--- src/rtl/dmem_pkg.sv ---
// Shared types for the data-memory arbiter: FSM state, owner tag and the
// muxed memory-request bundle.
package dmem_pkg;

    localparam int unsigned DMEM_AW = 32;
    localparam int unsigned DMEM_DW = 32;

    typedef enum logic [1:0] {
        StIdle  = 2'd0,
        StBurst = 2'd1,
        StDrain = 2'd2
    } dmem_state_e;

    typedef enum logic {
        OwnCore = 1'b0,
        OwnLd   = 1'b1
    } dmem_owner_e;

    typedef struct packed {
        logic               en;
        logic               we;
        logic [DMEM_AW-1:0] addr;
        logic [DMEM_DW-1:0] wdata;
    } dmem_req_t;

    function automatic dmem_req_t dmem_access(input logic               we,
                                               input logic [DMEM_AW-1:0] addr,
                                               input logic [DMEM_DW-1:0] wdata);
        dmem_req_t r;
        r.en    = 1'b1;
        r.we    = we;
        r.addr  = addr;
        r.wdata = wdata;
        return r;
    endfunction

endpackage

--- src/rtl/dmem_burst_gen.sv ---
// Loader burst address generator: holds the burst base, the index of the next
// beat and the number of beats still to issue after beat 0.
module dmem_burst_gen
    import dmem_pkg::*;
#(
    parameter int unsigned LEN_W     = 8,
    parameter int unsigned ADDR_STEP = 4
) (
    input  logic               clk,
    input  logic               reset,
    input  logic               load_i,
    input  logic [DMEM_AW-1:0] base_i,
    input  logic [LEN_W-1:0]   len_i,
    input  logic               step_i,
    input  logic               clear_i,
    output logic [DMEM_AW-1:0] beat_addr_o,
    output logic               last_o
);

    logic [DMEM_AW-1:0] base_q, base_d;
    logic [LEN_W-1:0]   idx_q, idx_d;
    logic [LEN_W-1:0]   rem_q, rem_d;

    // Beat 0 goes out in the load cycle, so the counters start at beat 1.
    always_comb begin
        base_d = base_q;
        idx_d  = idx_q;
        rem_d  = rem_q;
        if (clear_i) begin
            base_d = '0;
            idx_d  = '0;
            rem_d  = '0;
        end else if (load_i) begin
            base_d = base_i;
            idx_d  = LEN_W'(1);
            rem_d  = len_i - LEN_W'(1);
        end else if (step_i) begin
            idx_d  = idx_q + LEN_W'(1);
            rem_d  = rem_q - LEN_W'(1);
        end
    end

    always_ff @(posedge clk) begin
        if (reset) begin
            base_q <= '0;
            idx_q  <= '0;
            rem_q  <= '0;
        end else begin
            base_q <= base_d;
            idx_q  <= idx_d;
            rem_q  <= rem_d;
        end
    end

    assign beat_addr_o = base_q + DMEM_AW'(idx_q) * DMEM_AW'(ADDR_STEP);
    assign last_o      = (rem_q == LEN_W'(1));

endmodule

--- src/rtl/dmem_arbiter.sv ---
// Data-memory port arbiter between the core (single beats) and the loader
// (bursts), with starvation guard, read-data steering and core stall.
module dmem_arbiter
    import dmem_pkg::*;
#(
    parameter int unsigned STARVE_MAX = 8,
    parameter int unsigned LEN_W      = 8,
    parameter int unsigned ADDR_STEP  = 4
) (
    input  logic               clk,
    input  logic               reset,
    input  logic               core_req_i,
    input  logic               core_we_i,
    input  logic [DMEM_AW-1:0] core_addr_i,
    input  logic [DMEM_DW-1:0] core_wdata_i,
    output logic               core_gnt_o,
    output logic               core_stall_o,
    output logic               core_rvalid_o,
    output logic [DMEM_DW-1:0] core_rdata_o,
    input  logic               ld_req_i,
    input  logic               ld_we_i,
    input  logic [DMEM_AW-1:0] ld_addr_i,
    input  logic [LEN_W-1:0]   ld_len_i,
    input  logic [DMEM_DW-1:0] ld_wdata_i,
    output logic               ld_gnt_o,
    output logic               ld_rvalid_o,
    output logic [DMEM_DW-1:0] ld_rdata_o,
    output logic               ld_done_o,
    output logic               mem_en_o,
    output logic               mem_we_o,
    output logic [DMEM_AW-1:0] mem_addr_o,
    output logic [DMEM_DW-1:0] mem_wdata_o,
    input  logic [DMEM_DW-1:0] mem_rdata_i
);

    localparam int unsigned SW = (STARVE_MAX > 0) ? $clog2(STARVE_MAX + 1) : 1;

    dmem_state_e        state_q, state_d;
    logic [SW-1:0]      starve_q, starve_d;
    logic               dir_q, dir_d;
    logic               rd_pend_q, rd_pend_d;
    dmem_owner_e        owner_q, owner_d;

    logic               core_gnt, ld_gnt, ld_done;
    dmem_req_t          mem_req;
    logic               gen_load, gen_step, gen_clear;
    logic [DMEM_AW-1:0] gen_addr;
    logic               gen_last;
    logic [LEN_W-1:0]   ld_len_eff;
    logic               starve_hit;
    logic               ld_win;

    assign ld_len_eff = (ld_len_i == '0) ? LEN_W'(1) : ld_len_i;
    assign starve_hit = (starve_q == SW'(STARVE_MAX));
    assign ld_win     = ld_req_i & (~core_req_i | starve_hit);

    dmem_burst_gen #(
        .LEN_W     (LEN_W),
        .ADDR_STEP (ADDR_STEP)
    ) u_burst_gen (
        .clk         (clk),
        .reset       (reset),
        .load_i      (gen_load),
        .base_i      (ld_addr_i),
        .len_i       (ld_len_eff),
        .step_i      (gen_step),
        .clear_i     (gen_clear),
        .beat_addr_o (gen_addr),
        .last_o      (gen_last)
    );

    always_ff @(posedge clk) begin
        if (reset) begin
            state_q <= StIdle;
        end else begin
            state_q <= state_d;
        end
    end

    always_comb begin
        state_d = state_q;
        unique case (state_q)
            StIdle: begin
                if (ld_win) begin
                    state_d = (ld_len_eff > LEN_W'(1)) ? StBurst : StDrain;
                end
            end
            StBurst: begin
                if (!ld_req_i || gen_last) begin
                    state_d = StDrain;
                end
            end
            StDrain: state_d = StIdle;
            default: state_d = StIdle;
        endcase
    end

    // Everything is forced quiet while reset is held.
    always_comb begin
        core_gnt  = 1'b0;
        ld_gnt    = 1'b0;
        ld_done   = 1'b0;
        mem_req   = '0;
        gen_load  = 1'b0;
        gen_step  = 1'b0;
        gen_clear = 1'b0;
        if (!reset) begin
            unique case (state_q)
                StIdle: begin
                    if (ld_win) begin
                        ld_gnt   = 1'b1;
                        gen_load = 1'b1;
                        mem_req  = dmem_access(ld_we_i, ld_addr_i, ld_wdata_i);
                    end else if (core_req_i) begin
                        core_gnt = 1'b1;
                        mem_req  = dmem_access(core_we_i, core_addr_i, core_wdata_i);
                    end
                end
                StBurst: begin
                    if (ld_req_i) begin
                        ld_gnt   = 1'b1;
                        gen_step = 1'b1;
                        mem_req  = dmem_access(dir_q, gen_addr, ld_wdata_i);
                    end else begin
                        gen_clear = 1'b1;
                    end
                end
                StDrain: begin
                    ld_done   = 1'b1;
                    gen_clear = 1'b1;
                end
                default: ;
            endcase
        end
    end

    always_comb begin
        starve_d  = starve_q;
        dir_d     = gen_load ? ld_we_i : dir_q;
        rd_pend_d = mem_req.en & ~mem_req.we;
        owner_d   = owner_q;
        if (ld_gnt || !ld_req_i) begin
            starve_d = '0;
        end else if (core_gnt && !starve_hit) begin
            starve_d = starve_q + SW'(1);
        end
        if (mem_req.en && !mem_req.we) begin
            owner_d = ld_gnt ? OwnLd : OwnCore;
        end
    end

    always_ff @(posedge clk) begin
        if (reset) begin
            starve_q  <= '0;
            dir_q     <= 1'b0;
            rd_pend_q <= 1'b0;
            owner_q   <= OwnCore;
        end else begin
            starve_q  <= starve_d;
            dir_q     <= dir_d;
            rd_pend_q <= rd_pend_d;
            owner_q   <= owner_d;
        end
    end

    assign core_gnt_o    = core_gnt;
    assign ld_gnt_o      = ld_gnt;
    assign ld_done_o     = ld_done;
    assign core_stall_o  = ~reset & core_req_i & ~core_gnt;

    assign mem_en_o      = mem_req.en;
    assign mem_we_o      = mem_req.we;
    assign mem_addr_o    = mem_req.addr;
    assign mem_wdata_o   = mem_req.wdata;

    assign core_rvalid_o = ~reset & rd_pend_q & (owner_q == OwnCore);
    assign ld_rvalid_o   = ~reset & rd_pend_q & (owner_q == OwnLd);
    assign core_rdata_o  = core_rvalid_o ? mem_rdata_i : '0;
    assign ld_rdata_o    = ld_rvalid_o ? mem_rdata_i : '0;

endmodule

--- config.mk ---
export PLATFORM = sky130hd
export DESIGN_NAME = dmem_arbiter
export DESIGN_NICKNAME = d
export VERILOG_FILES = /design/src/rtl/dmem_pkg.sv /design/src/rtl/dmem_burst_gen.sv /design/src/rtl/dmem_arbiter.sv
export SDC_FILE = /design/constraint.sdc
export NUM_CORES = 1
export LEC_CHECK = 0
export BUFFER_PORTS_ARGS = -buffer_cell sky130_fd_sc_hd__buf_4
export CORE_AREA = 2 2 121 123
export DETAILED_ROUTE_END_ITERATION = 8
export DIE_AREA = 0 0 123 125
export PLACE_DENSITY = 0.7
export REMOVE_ABC_BUFFERS = 1
export SETUP_SLACK_MARGIN = 0.15
export SYNTH_ARGS = -nofsm -noshare
export SYNTH_HDL_FRONTEND = slang
export SYNTH_HIERARCHICAL = 1
export SYNTH_SLANG_ARGS = --single-unit
--- constraint.sdc ---
create_clock -name clk -period 5.3 [get_ports clk]
set_clock_uncertainty 0.05 [all_clocks]
set_input_delay 1.06 -clock clk [delete_from_list [all_inputs] [get_ports clk]]
set_output_delay 1.06 -clock clk [all_outputs]
set_load 0.01 [all_outputs]
==> results of run 1 <==
[worst max-delay path, stage by stage (launching register included)]
cell and delay (ns):
dfxtp_1 0.39, ha_1 0.21, inv_1 0.06, fa_1 0.39
or2b_2 0.34, a21oi_4 0.17, o21ai_4 0.13, or4_4 0.44
xnor2_2 0.14, a222oi_1 0.32, nor2_1 0.07, buf_4 0.16
[flip-flops by register name, summed over array words and instances, names as in the netlist]
register            flops
u_burst_gen/base_q     32
u_burst_gen/idx_q       8
dir_q                   1
state_q                 2
owner_q                 1
u_burst_gen/rem_q       8
rd_pend_q               1
starve_q                4
[cell families after synthesis]
family / share of synthesized area (%)
XOR/XNOR: 9.11
flip-flops: 23.8
AO/OA/AOI/OAI: 19.6
adder cells (fa/ha/maj): 4.86
AND/OR/NAND/NOR: 28.4
multiplexers: 7.55
buffers and inverters: 6.66
[cell type report]
type	instances	area share, %
antenna	2	0.0667
timing repair buffer	317	31.9
sequential	57	15.2
clock inverter	5	0.733
inverter	19	0.950
tap	184	3.07
multi-input combinational	471	44.9
clock buffer	11	3.23
[worst paths after layout]
kind	endpoint	slack [ns]
max	mem_addr_o[26]	1.04
min	dir_q$_SDFFE_PP0P_	0.45
max reg2reg	u_burst_gen/rem_q[5]$_SDFFE_PP0P_	2.44
min reg2reg	dir_q$_SDFFE_PP0P_	0.45
[cell usage in the layout, fill, tap and decap left out, drive strengths merged, types with 3 or more instances in the layout]
master,count
and2,67
nor3,12
ha,17
or4,3
nand2,13
nor4b,3
nand3,8
nor2,103
dfxtp,57
xnor2,27
nand4,14
o21ai,8
a22o,32
inv,19
nor2b,3
clkbuf,11
or3,6
buf,317
nor3b,4
a21oi,12
xor2,22
mux2i,35
o211ai,3
nor4,4
o21a,3
and3,7
a211oi,10
a222oi,32
[metal layers]
metal | wire [microns] | part of all wire, % | up-vias | GRT usage (%)
met5 | 0 | 0 | - | 0
met4 | 315 | 1.6 | 0 | 7.29
met3 | 1570 | 8.1 | 15 | 5.52
met2 | 9770 | 50 | 233 | 42.3
met1 | 7780 | 40 | 2629 | 29.3
li1 | - | - | 2707 | -
[power groups by stage]
stage / logic [mW] / registers [mW] / clock network, mW
after floorplan: 0.243 / 0.474 / 0
after global placement: 0.521 / 0.479 / 0
after detailed placement: 0.521 / 0.480 / 0
after CTS: 0.524 / 0.471 / 0.583
after global routing: 0.563 / 0.474 / 0.604
final: 0.521 / 0.471 / 0.573
==> impl_metrics.ini, run 1 <==
[power_and_ir_drop]
combPwrFrac_pct = 33.3
clkPwrFrac_pct = 36.6
seqPwrFrac_pct = 30.1
swShare_pct = 30.2
internal-power_mw = 1.09
power.total_mw = 1.57
switchingPower_uw = 472
cellLeakagePower_nw = 3.49
powerDensity_nw_per_um2 = 209
ir_worst_vdd_mv = 0.143

[setup_path]
cp-end-kind = output pin
cp.arrival_ns = 3.15
critical_path_class = reg -> out
reg2reg_depth = 9
crit_fanout = 9
setup.worst_path.start = u_burst_gen/idx_q[0]$_SDFFE_PP0P_
r2r-start = state_q[1]$_SDFFE_PP0P_
cp-start-kind = register
cp.required_ns = 4.19

[die]
num_io_pins = 310
die-area_sq_um = 15400
die_w_microns = 123
die_y_microns = 125
core_area_sq_um = 14200
initial_utilization_pct = 33.7
rows = 44

[drt]
ant_nets = 0
wirelength_microns = 19400
wl_per_cell_microns = 18.2
drcViolationCount = 0
via_per_inst = 5.24
drt_iter0_drc = 489
vias = 5584
drt-pass1-iter-count = 8

[layout]
final_cell_area_sq_um = 7510
final_cell_count_no_fill = 1066
syn_to_final_growth_pct = 56.7
final_util_pct = 52.8
fill_cells = 1415
drive_gt1_share_pct = 40.3
multiInputGateArea_sq_um = 3370
seqCellArea_sq_um = 1140
nets = 1067

[global_routing]
antenna_found_initial = 2
grt_max_degree = 42
grt_usage_pct = 24.2
grt_pass1_vias = 5170
grt_pass1_wl_microns = 29200
overflow = 0

[synth]
seq_area_frac_synth_pct = 23.8
syn-cell-area_sq_um = 4790
syn_inst = 601
yosys-top-cells-count = nor2_1 (103), and2_1 (67), dfxtp_1 (57), clkbuf_1 (36), mux2i_1 (35)
synthMostInstantiatedCell = nor2_1
async_flop_share_pct = 0
synth_top_cells_by_area = dfxtp_1 (24%), and2_1 (8.7%), nor2_1 (8.1%)
yosysTopAreaCell = dfxtp_1
ys.flop_type = dfxtp_1
synth_seq_cells = 57
ys_warn_count = 6
syn_area_per_cell_sq_um = 7.97
synth_edf_count = 0
synth_cell_types = 60
yosys.area.top_type_share_pct = 23.8

[clocking]
cts_inserted_buffers = 9
cts_setup_buffers = 0
cts_hold_buf = 0
clock_latency_ns = 0.32
cts.htree.levels = 3
clock_path_buffers = 2
cts-root-buf = clkbuf_16
cts_resized = 0
clock-sinks = 57
cts_tree = yes
clk_pin_slew_ns = 0.05

[timing]
worstMarginPinSlew_ns = 0.965
whs_ns = 0.448
hold_violations = 0
setup_violations = 0
setup_slack_ns = 1.04
rsz0062_at_grt = false
maxSlewViolCount = 0
slew_headroom_pct = 35.5
fin_setup_tns_ns = 0
fin_crit_ns = 4.26
finalCritPeriodShare_pct = 80.3
fmax_ghz = 0.235

[flow_run]
cap_viol_max_count = 0

[placed_design]
port-buffer-count = 309
place_inst = 1048
pre_cts_ws_ns = 1.21
finalWeightedCongestion = 0.872
placed_cell_area_sq_um = 7200
dp_hpwl_microns = 15300

[min_path]
hold_path_class = reg -> reg
hold_path_depth = 2
min_from = dir_q$_SDFFE_PP0P_

[run_status]
status = completed
(Power assumes the default switching activity.)
==> run 2, diff against run 1 <==
ABC_AREA = 1   (was unset)
CORE_AREA = unset   (was 2 2 121 123)
CORE_MARGIN = 2   (was unset)
CORE_UTILIZATION = 42   (was unset)
DIE_AREA = unset   (was 0 0 123 125)
PLACE_DENSITY = 0.82   (was 0.7)
clock period = 3.6 ns   (was 5.3 ns; I/O delays follow)
==> impl_metrics.ini, run 2 <==
[timing]
maxSlewViolCount = 0
slew_headroom_pct = 31.2
worstMarginPinSlew_ns = 1.03
fin_setup_tns_ns = 0
setup_slack_ns = 0.378
setup_violations = 0
fmax_ghz = 0.310
rsz0062_at_grt = false
finalCritPeriodShare_pct = 89.5
fin_crit_ns = 3.22
hold_violations = 0

[setup_path]
r2r-start = starve_q[0]$_SDFFE_PP0P_
cp.arrival_ns = 2.45
cp-end-kind = output pin
rr_endpoint = u_burst_gen/rem_q[4]$_SDFFE_PP0P_
critical_path_class = reg -> out
crit_fanout = 5
cp-start-kind = register
reg2reg_depth = 13
cp.required_ns = 2.83
rrSetupSlack_ns = 1.17

[run_status]
status = completed

[global_routing]
overflow = 0
antenna_found_initial = 2
grt_pass1_wl_microns = 36100
grt_pass1_vias = 6808
grt_usage_pct = 31.9
grt_max_degree = 39

[die]
core_area_sq_um = 13200
initial_utilization_pct = 43.0
num_io_pins = 310
die-area_sq_um = 14500
die_y_microns = 120
die_w_microns = 120
rows = 42

[synth]
ys_warn_count = 6
yosys.area.top_type_share_pct = 25.4
synth_seq_cells = 57
synthMostInstantiatedCell = nand2_1
syn_area_per_cell_sq_um = 5.38
ys.flop_type = dfxtp_1
async_flop_share_pct = 0
synth_cell_types = 37
syn_inst = 1060
synth_edf_count = 0
syn-cell-area_sq_um = 5700
synth_top_cells_by_area = nand2_1 (25%), dfxtp_1 (20%), inv_1 (9.7%)
yosys-top-cells-count = nand2_1 (385), inv_1 (147), nor2_1 (121), a21oi_1 (85), nand3_1 (78)
seq_area_frac_synth_pct = 20.0
yosysTopAreaCell = nand2_1

[layout]
final_cell_area_sq_um = 8390
fill_cells = 1296
final_cell_count_no_fill = 1520
biggestRegsByFlops = u_burst_gen/base_q: 32 flops, u_burst_gen/idx_q: 8 flops, u_burst_gen/rem_q: 8 flops
drive_gt1_share_pct = 28.2
final_util_pct = 63.3
layout_common_cells = nand2_1 (383), buf_4 (320), inv_1 (147), nor2_1 (120), a21oi_1 (85)
top_register = u_burst_gen/base_q
layout_commonest_cell = nand2_1
syn_to_final_growth_pct = 47.1
largest_reg_flops = 32
nets = 1530

[clocking]
clock-sinks = 57
cts-root-buf = clkbuf_16
clk_pin_slew_ns = 0.05
clock_latency_ns = 0.33
cts_tree = yes
cts_hold_buf = 0
cts_inserted_buffers = 9
cts.htree.levels = 3
clock_path_buffers = 2

[drt]
drt_iter0_drc = 690
wirelength_microns = 24100
via_per_inst = 4.99
wl_per_cell_microns = 15.9
ant_nets = 0
drcViolationCount = 0
vias = 7587
drt-pass1-iter-count = 5

[min_path]
min_from = dir_q$_SDFFE_PP0P_
hold_path_depth = 2
whs_endpoint = dir_q$_SDFFE_PP0P_
hold_path_class = reg -> reg

[placed_design]
dp_hpwl_microns = 19500
placed_cell_area_sq_um = 8060
finalWeightedCongestion = 0.977
place_inst = 1503
pre_cts_ws_ns = 0.594
port-buffer-count = 309

[power_and_ir_drop]
ir_worst_vdd_mv = 0.217
cellLeakagePower_nw = 4.65
powerDensity_nw_per_um2 = 283

[flow_run]
cap_viol_max_count = 0
-- run 2: cell types whose count changed after synthesis, moves of 22 or more --
cell	delta
nand3_1	+70
nand2_1	+372
inv_1	+128
a22o_1	-32
xnor2_1	-22
a21oi_1	+75
mux2i_1	-35
a222oi_1	-32
and2_1	-66
-- run 2: per-layer routing --
layer	track usage, %	routed length (microns)
met5	0	13
met4	12.1	877
met3	7.83	2360
met2	54.4	11500
met1	38.6	9350
-- run 2: logic make-up after synthesis --
kind of cell	count (synthesis)	share of synthesized area, %
buffers and inverters	212	15.5
AOI/OAI and AO/OA	116	10.5
adders and majority gates	18	4.08
DFF	57	20.0
and+or+nand+nor	637	46.9
xor gates and xnor gates	20	3.07
-- run 2: timing repair --
item	CTS	global route
resized for setup	0	5
endpoints found under the setup margin	0	8
endpoints found under the hold margin	0	0
buffers inserted	0	0
-- run 2: worst max-delay path by stage --
stage,depth (start not counted),endpoint,from
6_report,15,mem_addr_o[18],u_burst_gen/idx_q[0]$_SDFFE_PP0P_
5_1_grt,16,mem_addr_o[30],u_burst_gen/idx_q[0]$_SDFFE_PP0P_
4_1_cts,15,mem_addr_o[18],u_burst_gen/idx_q[0]$_SDFFE_PP0P_
3_5_place_dp,14,mem_addr_o[14],u_burst_gen/idx_q[0]$_SDFFE_PP0P_
3_3_place_gp,15,mem_addr_o[18],u_burst_gen/idx_q[0]$_SDFFE_PP0P_
2_1_floorplan,12,u_burst_gen/rem_q[3]$_SDFFE_PP0P_,core_req_i
-- run 2: worst max-delay path, cell delays in order, from the launching register on --
cell and delay [ns]:
dfxtp_2 0.36, ha_2 0.21, inv_1 0.05, fa_1 0.39
inv_1 0.10, nand3_1 0.09, nand3_2 0.12, nand2_1 0.07
nand2_2 0.11, nand2_1 0.07, xor2_1 0.14, nand2_1 0.08
nand3_1 0.10, nand2_1 0.05, inv_1 0.06, buf_4 0.11
-- run 2: layout make-up --
type / count / area [sq um] / area share, %
inverters: 158 / 593 / 7.07
well taps: 176 / 220 / 2.63
clock inverters: 4 / 51.3 / 0.612
multi-input cells: 791 / 3700 / 44.1
diodes: 1 / 2.50 / 0.0298
flip-flops and latches: 57 / 1140 / 13.6
clock buffers: 12 / 256 / 3.06
repair buffers: 321 / 2420 / 28.9
-- run 2: where the power goes --
part / switching, mW / internal, mW
logic: 0.442 / 0.354
registers: 0.0282 / 0.664
clock network: 0.314 / 0.573
-- run 2: through the flow --
| step | hold slack (ns) | power, mW |
|---|---|---|
| after floorplan | 0.385 | 1.07 |
| after global placement | 0.398 | 1.48 |
| after detailed placement | 0.404 | 1.49 |
| after CTS | 0.413 | 2.37 |
| after global routing | 0.437 | 2.48 |
| final | 0.412 | 2.38 |
